[src/rtl/pipe_skid_register_if.sv]
// Valid/ready handshake bundle for pipe_skid_register.
// The slave modport is the register's view; the master modport is the
// view of whatever drives the upstream side and consumes the downstream side.
interface pipe_skid_register_if #(
    parameter int WIDTH = 32
);
    logic [WIDTH-1:0] in_data;
    logic             in_valid;
    logic             in_ready;
    logic [WIDTH-1:0] out_data;
    logic             out_valid;
    logic             out_ready;
    logic [1:0]       count;

    modport master (
        output in_data,
        output in_valid,
        output out_ready,
        input  in_ready,
        input  out_data,
        input  out_valid,
        input  count
    );

    modport slave (
        input  in_data,
        input  in_valid,
        input  out_ready,
        output in_ready,
        output out_data,
        output out_valid,
        output count
    );
endinterface

[src/rtl/pipe_skid_register.sv]
// One-deep skid pipeline register for the MIPS datapath.
// All handshake outputs decode from the state flop only, so downstream
// back-pressure never reaches in_ready combinationally. Flush squashes
// held and arriving words; Rst additionally reloads RESET_VALUE.
module pipe_skid_register #(
    parameter int               WIDTH       = 32,
    parameter logic [WIDTH-1:0] RESET_VALUE = '0
) (
    input  logic                       Clk,
    input  logic                       Rst,
    input  logic                       Flush,
    pipe_skid_register_if.slave        bus
);

    // State encoding doubles as the occupancy count.
    typedef enum logic [1:0] {
        EMPTY = 2'd0,
        ONE   = 2'd1,
        TWO   = 2'd2
    } state_t;

    state_t           state_q;
    state_t           state_d;
    logic [WIDTH-1:0] main_q;
    logic [WIDTH-1:0] main_d;
    logic [WIDTH-1:0] skid_q;
    logic [WIDTH-1:0] skid_d;

    logic             in_ready;
    logic             out_valid;
    logic             push;
    logic             pop;

    // Registered-only output decode.
    always_comb begin
        out_valid = (state_q != EMPTY);
        in_ready  = (state_q != TWO);
    end

    assign push          = bus.in_valid & in_ready;
    assign pop           = out_valid & bus.out_ready;
    assign bus.in_ready  = in_ready;
    assign bus.out_valid = out_valid;
    assign bus.out_data  = main_q;
    assign bus.count     = state_q;

    // Next-state and data-path selection; Flush overrides any handshake.
    always_comb begin
        state_d = state_q;
        main_d  = main_q;
        skid_d  = skid_q;
        if (Flush) begin
            // Only validity is cleared; data registers keep their contents.
            state_d = EMPTY;
        end else begin
            unique case (state_q)
                EMPTY: begin
                    if (push) begin
                        main_d  = bus.in_data;
                        state_d = ONE;
                    end
                end
                ONE: begin
                    if (push && pop) begin
                        main_d = bus.in_data;
                    end else if (push) begin
                        skid_d  = bus.in_data;
                        state_d = TWO;
                    end else if (pop) begin
                        state_d = EMPTY;
                    end
                end
                TWO: begin
                    // in_ready is low here, so only a pop can occur.
                    if (pop) begin
                        main_d  = skid_q;
                        state_d = ONE;
                    end
                end
                default: begin
                    state_d = EMPTY;
                end
            endcase
        end
    end

    // State and data registers with synchronous reset.
    always_ff @(posedge Clk) begin
        if (Rst) begin
            state_q <= EMPTY;
            main_q  <= RESET_VALUE;
            skid_q  <= RESET_VALUE;
        end else begin
            state_q <= state_d;
            main_q  <= main_d;
            skid_q  <= skid_d;
        end
    end

endmodule

[src/flat_wrapper.sv]
// flat-port wrapper written by rule: the top's interface ports become plain ports
module pipe_skid_register_flat 
#(
    parameter int               WIDTH       = 32,
    parameter logic [WIDTH-1:0] RESET_VALUE = '0
)
  (Clk, Rst, Flush, bus_in_data, bus_in_valid, bus_out_ready, bus_in_ready, bus_out_data, bus_out_valid, bus_count);
  pipe_skid_register_if #(.WIDTH(WIDTH)) bus_i ();
  input  logic Clk;
  input  logic Rst;
  input  logic Flush;
  input wire logic [$bits(bus_i.in_data)-1:0] bus_in_data;
  input wire logic [$bits(bus_i.in_valid)-1:0] bus_in_valid;
  input wire logic [$bits(bus_i.out_ready)-1:0] bus_out_ready;
  output wire logic [$bits(bus_i.in_ready)-1:0] bus_in_ready;
  output wire logic [$bits(bus_i.out_data)-1:0] bus_out_data;
  output wire logic [$bits(bus_i.out_valid)-1:0] bus_out_valid;
  output wire logic [$bits(bus_i.count)-1:0] bus_count;
  assign bus_i.in_data = bus_in_data;
  assign bus_i.in_valid = bus_in_valid;
  assign bus_i.out_ready = bus_out_ready;
  assign bus_in_ready = bus_i.in_ready;
  assign bus_out_data = bus_i.out_data;
  assign bus_out_valid = bus_i.out_valid;
  assign bus_count = bus_i.count;
  pipe_skid_register #(.WIDTH(WIDTH), .RESET_VALUE(RESET_VALUE)) u_core (.Clk(Clk), .Rst(Rst), .Flush(Flush), .bus(bus_i));
endmodule
[config.mk]
export PLATFORM = sky130hd
export DESIGN_NAME = pipe_skid_register_flat
export DESIGN_NICKNAME = d
export VERILOG_FILES = /design/src/rtl/pipe_skid_register_if.sv /design/src/rtl/pipe_skid_register.sv /design/src/flat_wrapper.sv
export SDC_FILE = /design/constraint.sdc
export NUM_CORES = 1
export LEC_CHECK = 0
export CORE_ASPECT_RATIO = 0.75
export CORE_MARGIN = 1.5
export CORE_UTILIZATION = 30
export CTS_BUF_LIST = sky130_fd_sc_hd__clkbuf_8
export DETAILED_ROUTE_END_ITERATION = 8
export SETUP_SLACK_MARGIN = 0.15
export SLEW_MARGIN = 0
export SYNTH_ARGS = -nofsm -noshare
export SYNTH_HDL_FRONTEND = slang
export SYNTH_SLANG_ARGS = --single-unit
export TNS_END_PERCENT = 50
[constraint.sdc]
create_clock -name Clk -period 1.82 [get_ports Clk]
set_input_delay 0.182 -clock Clk [delete_from_list [all_inputs] [get_ports Clk]]
set_output_delay 0.182 -clock Clk [all_outputs]
set_load 0.05 [all_outputs]
Yosys cells after proc, flatten, opt, wreduce, memory -nomap -nowiden
Index checks and enable logic that the tools add are counted.
Storage, ports and cells
  bits of input ports: 37
  word-level logic and storage cells: 33
  bits in registers: 66
Cells by class
  reductions and logical operators: 8
  eq/ne operators: 8
  bitwise gates (word level): 4
  muxes and demuxes: 10
Operator list (count)
  $mux W32: 3
  $pmux W32 S3: 1
  $mux W2: 5
  $reduce_and A4 Y1: 2
  $ne A2 B1 Y1 const B: 3
  $pmux W2 S3: 1
  $reduce_and A5 Y1: 1
  $ne A2 B2 Y1 const B: 2
  $ne A3 B1 Y1 const B: 1
  $reduce_bool A3 Y1: 1
  $and A1 B1 Y1: 2
  $eq A2 B1 Y1 const B: 1
  $eq A2 B2 Y1 const B: 1
  $logic_not A2 Y1: 1
  $not A1 Y1: 2
  $reduce_bool A2 Y1: 1
  $reduce_or A2 Y1: 1
  $logic_and A1 B1 Y1: 1

Depth between registers and ports, before layout
Gate-level depths: netlist (run 1).
  word-level depth: 6
  depth in mapped cells: 6

Worst setup path after synthesis (run 1)
No wires, ideal clock.
  kind: register to register
  from: reg u_core.state_q[0], in the netlist u_core.bus.count[0]
  to: reg u_core.skid_q[0]
  required time: 1688 ps
  period minus slack after synthesis: 1824 ps
  stages on the path, launching flop included: 7
  data arrival time: 1692 ps
  buffers on the path: 2
  setup slack: -4 ps
  library setup time: 132 ps
  cell sequence: dfxtp_1 > nand2b_1 > or3_1 > clkbuf_1 > buf_2 > nand2_1 > a21oi_1
Between the ends
  word-level cells in the longest chain between the ends: 5
  elaborated cells between the ends (all ways): 8
  those cells by class: 2 x eq/ne; 3 x bitwise; 3 x reduce/logical
RTL lines
  start, declared: line pipe_skid_register.sv:22  | state_t state_q;
  start signal, assigned: line pipe_skid_register.sv:94  | state_q <= state_d;
  $ne A2 B2 Y1 or $reduce_bool A2 Y1 (tied branches): line pipe_skid_register.sv:37, pipe_skid_register.sv:36
  $and A1 B1 Y1, on equally long branches: line pipe_skid_register.sv:40, pipe_skid_register.sv:41
  $logic_and A1 B1 Y1: line pipe_skid_register.sv:64  | if (push && pop) begin
  $not A1 Y1 (no line)
  $reduce_and A4 Y1 (no line) (*)
  end signal, assigned: line pipe_skid_register.sv:96  | skid_q <= skid_d;
  end, declared: line pipe_skid_register.sv:26  | logic [WIDTH-1:0] skid_q;
Every way passes the cells marked *; elsewhere a longest branch is shown, timed or not.
A chain may end at the register's enable or synchronous reset.

Worst setup path in the final report (run 1)
  from: reg u_core.main_q[0], in the netlist u_core.bus.out_data[0]
  to: out bus_out_data[0]
RTL lines
  start, declared: line pipe_skid_register.sv:24  | logic [WIDTH-1:0] main_q;
  start signal, assigned: line pipe_skid_register.sv:95  | main_q <= main_d;
  end, declared: line flat_wrapper.sv:16  | output wire logic [$bits(bus_i.out_data)-1:0] bus_out_data;
No word-level cell between the ends.

==> metrics.txt, run 1 <==
Post-CTS Setup Repair Bufs 0; total grt overflow 0; # IOs 73; Worst Hold End u_core.bus.count[0]; smallest hold slack 265.8 ps; TritonCTS clock tree yes; Hold Crit Class primary input to register; Yosys warning count 0; final non-filler cell total 536; share of cells above drive strength 1 9.559%; final worst path period share 91.13%; die area 10010 um2; final setup fails 0; Yosys cell types 21; CORE AREA 9084 um2; total track usage 14.63%; fmax 602.9 MHz; Final min period 1659 ps; R2R Setup Slk 320 ps; DR DRC count 0; crit-path max cell delay 800 ps; # diodes 0; CP max stage cell clkdlybuf4s50_1; worst-skew pair later-pin latency 350 ps; CP Buf/Inv Count 1; Slew @ Worst Pin 509.6 ps; first-pass GRT wire length 11390 um; Filler cells 914; post-DR wirelength/cell 13.01 um; post-cts hold buffer count 0; synth top area cells dfxtp_1 47%, a21oi_1 12%, mux2i_1 11%; WP data required 1640 ps; Leak 0.001771 uW; Netlist Area Pre-Place 2825 um2; root buffer cell clkbuf_8; Die Ht 87.04 um; Die W 115.1 um; RSZ-0062 raised after global routing true; GPL Wtd Cong 0.7598; power per cell area 868.8 nW/um2; initial antenna violation count 0; total wire length 6974 um; Via-to-Cell Ratio 4.722; Final Hold Vio Count 0; FF+latch count, synth 66; router iterations before antenna repair 4; clk sinks 66; outcome finished clean; post-synthesis net count 374; WHS Path Cells 3; R2R cell count 5; Crit Reg-Reg Endpoint u_core.bus.out_data[1]; max-slew violations 0; via count 2531; total of max-cap violations 0; dpl cells 520; largest net degree at the start of global routing 35; initial DRC count 136; Final nets 440; Avg Synthesized Cell Area 8.383 um2; CP Cell Sequence clkdlybuf4s50_1; max_slew headroom 65.97%; Initial Util 31.10%; detailed placer's ending HPWL 4635 um; top cell type's share of synthesized area 46.77%; Worst Setup End Kind output pin; Clock transition at path regs 70 ps; Synth area leader dfxtp_1; H-tree levels 3; CTS buffer count 9; Post-Synthesis Cells 337; min-delay src Flush; Crit Path Class register to output pin; CP top delay family buffers and inverters; vias in the first global route 2338; clock buffer depth 2; Resized cells post-CTS 16; CP Launch Type register; post-route antenna net violation count 0; critical path arrival 1480 ps; RR Startpoint u_core.bus.count[1]; skew final 3.712 ps; sequential element share of the synthesized area 46.77%; maximum vdd drop 0.5480 mV; crit path max fanout 2; Pwr Total 3435 uW; final core occ 43.53%; Port Buf Inserts 72; Site Rows 30; Area Growth Syn to Fin 39.95%
-- Yosys cell counts (all sizes together) --
library cell	count
or3	33
and2b	1
nand2b	3
a21oi	66
buf	7
nor3	2
a2111oi	1
nand2	66
o21a	1
dfxtp	66
or2	1
and3b	1
mux2i	32
o22a	1
clkbuf	24
o21ai	32
-- layout by cell type, fill, tap and decap left out, types with 2 or more instances in the layout --
master	count
buf_2	2
nand2_1	66
dfxtp_2	2
nand2b_1	2
dlygate4sd2_1	16
mux2i_1	32
o21ai_0	26
bufinv_16	2
dlymetal6s2s_1	9
clkbuf_8	12
buf_4	11
buf_12	4
o21ai_1	6
a21oi_1	65
clkdlybuf4s50_1	44
dfxtp_1	64
or3_1	33
-- report_power, final --
| part | internal [uW] | leakage (uW) | switching (uW) |
|---|---|---|---|
| clock network | 881 | 0.000119 | 565 |
| registers | 1490 | 0.000537 | 21.2 |
| logic | 196 | 0.00112 | 286 |
| total | 2560 | 0.00177 | 872 |
-- logic make-up after synthesis --
logic type,count (synthesis),synth area share (%)
and+or+nand+nor,107,18.07
buffers and inverters,31,5.182
muxes,32,11.34
AOI/OAI and AO/OA,101,18.64
DFF,66,46.77
-- worst max path at each step --
stage	startpoint	endpoint	cells past startpoint
finish	u_core.bus.out_data[0]	bus_out_data[0]	1
global placement	bus_out_ready	u_core.skid_q[16]	6
detailed placement	bus_out_ready	u_core.skid_q[20]	6
global route	u_core.bus.out_data[1]	bus_out_data[1]	1
floorplan	u_core.bus.count[0]	u_core.bus.out_data[13]	6
CTS	u_core.bus.out_data[20]	bus_out_data[20]	1
-- per-stage QoR --
step | TNS (ps) | cell area, um2 | setup slack, ps
after floorplan | 0 | 2828 | 215.2
after CTS | 0 | 3931 | 134.5
after global routing | 0 | 3954 | 108.9
final | 0 | 3954 | 161.4
after global placement | 0 | 3714 | 29.56
after detailed placement | -51.09 | 3714 | -16.37
-- routing by layer --
layer  routed length [um]  vias up  global-route usage (%)  share of wire [%]
met2                 3162       70                   23.38                 45
li1                     -     1298                       -                  -
met1                 3258     1154                   18.04                 47
met3                  486        9                   5.776                7.0
met4                   66        0                   5.051               0.95
met5                    0        -                       0                  0
-- flip-flops by register name (all words and copies together), names as in the netlist --
signal	cells
u_core.bus.count	2
u_core.bus.out_data	32
u_core.skid_q	32
-- cell type report --
class | count | area, um2 | area share [%]
repair buffers | 86 | 865.8 | 21.90
multi-input cells | 240 | 1366 | 34.56
well taps | 128 | 160.2 | 4.051
clock buffers | 12 | 165.2 | 4.177
clock inverters | 4 | 72.57 | 1.835
flip-flops and latches | 66 | 1324 | 33.48
Note: power is estimated with default switching activity, not from simulation.
==> run 2, diff against run 1 <==
--- a/config.mk
+++ b/config.mk
@@ -7,9 +7,10 @@
 export LEC_CHECK = 0
 export CORE_ASPECT_RATIO = 0.75
 export CORE_MARGIN = 1.5
-export CORE_UTILIZATION = 30
+export CORE_UTILIZATION = 50
 export CTS_BUF_LIST = sky130_fd_sc_hd__clkbuf_8
 export DETAILED_ROUTE_END_ITERATION = 8
+export PLACE_DENSITY = 0.82
 export SETUP_SLACK_MARGIN = 0.15
 export SLEW_MARGIN = 0
 export SYNTH_ARGS = -nofsm -noshare
==> run 2 against run 1 <==
Against the previous run:
- power is 8.0% lower
- worst setup slack got worse by 10 ps
- sequential share of layout area is 0.94 points higher
- largest power group unchanged
- register-to-register slack lost 70 ps
- fmax down 0.63%
- largest cell class unchanged
- combinational power about the same
- via count increased by 2.1%
- clock-buffer cell count down 3
- final area shrank 2.7%
- sequential power is essentially flat
- non-clock buffer count down 2
- wire length rose by 1.4%
==> metrics.txt, run 2 (synthesized netlist as in run 1, its figures left out) <==
Final nets 438; via count 2585; Die W 89.80 um; final core occ 71.47%; post-cts hold buffer count 0; total track usage 23.66%; DR DRC count 0; WHS Path Cells 2; post-route antenna net violation count 0; total wire length 7069 um; maximum vdd drop 0.5045 mV; TritonCTS clock tree yes; critical path arrival 1490 ps; H-tree levels 3; skew final 7.710 ps; final worst path period share 91.71%; RR Startpoint u_core.bus.count[0]; router iterations before antenna repair 4; CP Buf/Inv Count 1; Area Growth Syn to Fin 36.14%; Final min period 1669 ps; fmax 599.1 MHz; Post-CTS Setup Repair Bufs 0; Slew @ Worst Pin 524.6 ps; Worst Setup End Kind output pin; initial DRC count 130; CTS buffer count 9; CP max stage cell clkdlybuf4s50_1; R2R Setup Slk 250 ps; final non-filler cell total 480; Worst Hold End u_core.bus.count[0]; initial antenna violation count 0; crit path max fanout 2; detailed placer's ending HPWL 4420 um; max-slew violations 0; smallest hold slack 135.5 ps; worst-skew pair later-pin latency 350 ps; WP data required 1640 ps; most frequent cells in the layout 66 x nand2_1, 65 x a21oi_1, 64 x dfxtp_1; first-pass GRT wire length 11040 um; R2R cell count 5; RSZ-0062 raised after global routing true; min-delay src Flush; dpl cells 465; vias in the first global route 2264; Crit Reg-Reg Endpoint u_core.bus.out_data[11]; clock buffer depth 2; final setup fails 0; root buffer cell clkbuf_8; total of max-cap violations 0; crit-path max cell delay 800 ps; Final Hold Vio Count 0; placed cell area 3657 um2; # IOs 73; CP Launch Type register; share of cells above drive strength 1 8.889%; CP Cell Sequence clkdlybuf4s50_1; power per cell area 822.1 nW/um2; Finished Cell Area 3846 um2; clk sinks 66; Leak 0.001767 uW; Hold Crit Class primary input to register; Via-to-Cell Ratio 5.385; Port Buf Inserts 72; total grt overflow 0; commonest non-fill, non-tap cell in the layout nand2_1; CORE AREA 5381 um2; Clock transition at path regs 70 ps; Resized cells post-CTS 15; post-DR wirelength/cell 14.73 um; Site Rows 23; GPL Wtd Cong 0.7911; largest net degree at the start of global routing 67; Die Ht 68.10 um; die area 6115 um2; Initial Util 52.50%; max_slew headroom 65.17%; # diodes 0; outcome finished clean; CP top delay family buffers and inverters; Crit Path Class register to output pin
## run 2: per-stage QoR
step	TNS, ps	power [uW]	setup WS (ps)
after floorplan	0	1814	215.2
after detailed placement	-38.70	2031	-24.42
final	0	3162	150.9
after CTS	0	3173	130.3
after global routing	0	3265	116.4
after global placement	0	2022	88.81
## run 2: cell type report
cell class              instances  area, um2
fillers                       431       1535
multi-input cells             240       1366
flip-flops and latches         66       1324
repair buffers                 84      879.6
clock buffers                   9      123.9
well taps                      75      93.84
clock inverters                 6      58.81
## run 2: worst max path at each step
stage / slack, ps / from / depth (start not counted) / end
final: 150 / u_core.bus.out_data[2] / 1 / bus_out_data[2]
after global routing: 120 / u_core.bus.out_data[3] / 1 / bus_out_data[3]
after CTS: 130 / u_core.bus.out_data[27] / 1 / bus_out_data[27]
after detailed placement: -20 / bus_out_ready / 6 / u_core.bus.out_data[11]
after global placement: 90 / bus_out_ready / 6 / u_core.bus.out_data[4]
after floorplan: 220 / u_core.bus.count[0] / 6 / u_core.bus.out_data[13]
## run 2: metal layers
metal,vias to the layer above,GRT usage [%],part of all wire [%]
met5,-,0,0
met1,1216,30.10,49
li1,1291,-,-
met2,71,37.12,44
met4,0,8.135,1.0
met3,7,9.444,5.7
## run 2: report_power, final
group	internal (uW)	switching (uW)	leakage, uW
Combinational	195	289	0.00113
Sequential	1490	22.9	0.000537
Clock	616	553	0.0000986
Total	2300	865	0.00177
==> run 3, diff against run 2 <==
--- a/config.mk
+++ b/config.mk
@@ -5,12 +5,14 @@
 export SDC_FILE = /design/constraint.sdc
 export NUM_CORES = 1
 export LEC_CHECK = 0
+export CELL_PAD_IN_SITES_DETAIL_PLACEMENT = 0
+export CELL_PAD_IN_SITES_GLOBAL_PLACEMENT = 1
 export CORE_ASPECT_RATIO = 0.75
 export CORE_MARGIN = 1.5
-export CORE_UTILIZATION = 50
+export CORE_UTILIZATION = 37
 export CTS_BUF_LIST = sky130_fd_sc_hd__clkbuf_8
 export DETAILED_ROUTE_END_ITERATION = 8
-export PLACE_DENSITY = 0.82
+export PLACE_DENSITY_LB_ADDON = 0.1
 export SETUP_SLACK_MARGIN = 0.15
 export SLEW_MARGIN = 0
 export SYNTH_ARGS = -nofsm -noshare
==> constraint.sdc (replaced) <==
create_clock -name Clk -period 1.82 [get_ports Clk]
set_input_delay 0.182 -clock Clk [delete_from_list [all_inputs] [get_ports Clk]]
set_output_delay 0.182 -clock Clk [all_outputs]
set_load 0.005 [all_outputs]
==> run 3 against run 2 <==
Against the previous run:
- first-iteration DRC count is 48% lower
- die area rose by 34%
- non-clock buffer count increased by 3
- cell count is 6.3% higher
- sequential power barely moved
- final area up 1.9%
- wire length shrank 2.9%
- flip-flop and latch count did not move
- clock power about the same
- power down 3.3%
- critical endpoint is now bus_out_valid
==> metrics.txt, run 3 (synthesized netlist as in run 1, its figures left out) <==
initial DRC count 68; max-slew violations 0; final core occ 53.19%; setup TNS 0 ps; initial antenna violation count 0; fmax 620.9 MHz; post-cts hold buffer count 0; Site Rows 27; commonest non-fill, non-tap cell in the layout clkdlybuf4s50_1; Hold Crit Class primary input to register; min-delay src Rst; clock buffer depth 2; met2 usage in global routing 27.68%; detailed placer's ending HPWL 4333 um; WHS Path Cells 2; Area Growth Syn to Fin 38.66%; Port Buf Inserts 72; Worst Hold End u_core.bus.out_data[11]; max_slew headroom 67.69%; clk sinks 66; skew final 9.527 ps; total wire length 6867 um; share of cells above drive strength 1 9.291%; final worst path period share 88.49%; TritonCTS clock tree yes; via count 2519; most frequent cells in the layout 70 x clkdlybuf4s50_1, 66 x nand2_1, 65 x a21oi_1; Worst Setup End Kind output pin; crit-path max cell delay 440 ps; critical path arrival 1430 ps; CP max stage cell clkdlybuf4s50_1; Slew @ Worst Pin 484.7 ps; worst-skew pair later-pin latency 340 ps; crit path max fanout 8; largest net degree at the start of global routing 43; Crit Reg-Reg Endpoint u_core.bus.out_data[2]; post-route antenna net violation count 0; Via-to-Cell Ratio 4.939; WP data required 1640 ps; router iterations before antenna repair 4; CP Launch Type register; RSZ-0062 raised after global routing false; CTS buffer count 9; Filler cells 754; Final Hold Vio Count 0; CP top delay family buffers and inverters; Die W 103.9 um; root buffer cell clkbuf_8; R2R Setup Slk 300 ps; Clock transition at path regs 80 ps; post-DR wirelength/cell 13.46 um; first-pass GRT wire length 11210 um; Initial Util 38.36%; DR DRC count 0; power per cell area 780.2 nW/um2; CORE AREA 7365 um2; R2R cell count 6; CP Cell Sequence or2_2 > clkdlybuf4s50_1; Leak 0.001551 uW; Die Ht 78.68 um; total grt overflow 0; GRT busiest layer met2; CP Buf/Inv Count 1; Final min period 1610 ps; vias in the first global route 2314; Crit Path Class register to output pin; # IOs 73; total track usage 17.26%; grt met3 use 6.146%; outcome finished clean; met1 Usage GRT 22.09%; RR Startpoint u_core.bus.count[0]; die area 8174 um2; total of max-cap violations 0; final setup fails 0; Final nets 441; GPL Wtd Cong 0.7833; # diodes 0; H-tree levels 3; maximum vdd drop 0.4431 mV
-- run 3: worst max-delay path by stage --
stage / depth (start not counted) / from / endpoint
detailed placement: 6 / bus_out_ready / u_core.bus.out_data[8]
CTS: 2 / u_core.bus.count[1] / bus_out_valid
floorplan: 6 / u_core.bus.count[0] / u_core.skid_q[0]
global route: 2 / u_core.bus.count[1] / bus_out_valid
global placement: 6 / bus_out_ready / u_core.bus.out_data[18]
finish: 2 / u_core.bus.count[1] / bus_out_valid
-- run 3: where the power goes --
part | switching [uW] | leakage [uW] | internal [uW]
Sequential | 22.7 | 0.000537 | 1490
Clock | 558 | 0.000100 | 618
Combinational | 159 | 0.000914 | 213
Total | 740 | 0.00155 | 2320
-- run 3: cell type report --
type | instances | area (um2) | area share (%)
Multi-Input combinational cell | 240 | 1371 | 35.00
Sequential cell | 66 | 1324 | 33.79
Timing Repair Buffer | 87 | 910.9 | 23.25
Tap cell | 101 | 126.4 | 3.226
Clock buffer | 9 | 123.9 | 3.162
Clock inverter | 7 | 61.31 | 1.565
-- run 3: repair_timing --
item,CTS,global route
buffers inserted,1,0
endpoints found under the hold margin,0,0
gates cloned,0,0
endpoints found under the setup margin,1,21
resized for setup,1,2
-- run 3: routing by layer --
metal,vias up,wire length (um)
li1,1300,-
met4,0,63
met5,-,0
met2,54,3104
met1,1157,3311
met3,8,387
-- run 3: stage by stage --
step | setup WS [ps] | cells | instance area [um2] | power [uW] | hold WS [ps]
floorplan | 388.7 | 337 | 2825 | 1689 | 273.5
global placement | 40.01 | 493 | 3717 | 1912 | 440.7
detailed placement | 23.23 | 493 | 3717 | 1915 | 445.8
CTS | 144.8 | 510 | 3915 | 3106 | 288.4
global route | 155.6 | 510 | 3918 | 3206 | 318.2
finish | 209.5 | 510 | 3918 | 3056 | 303.9
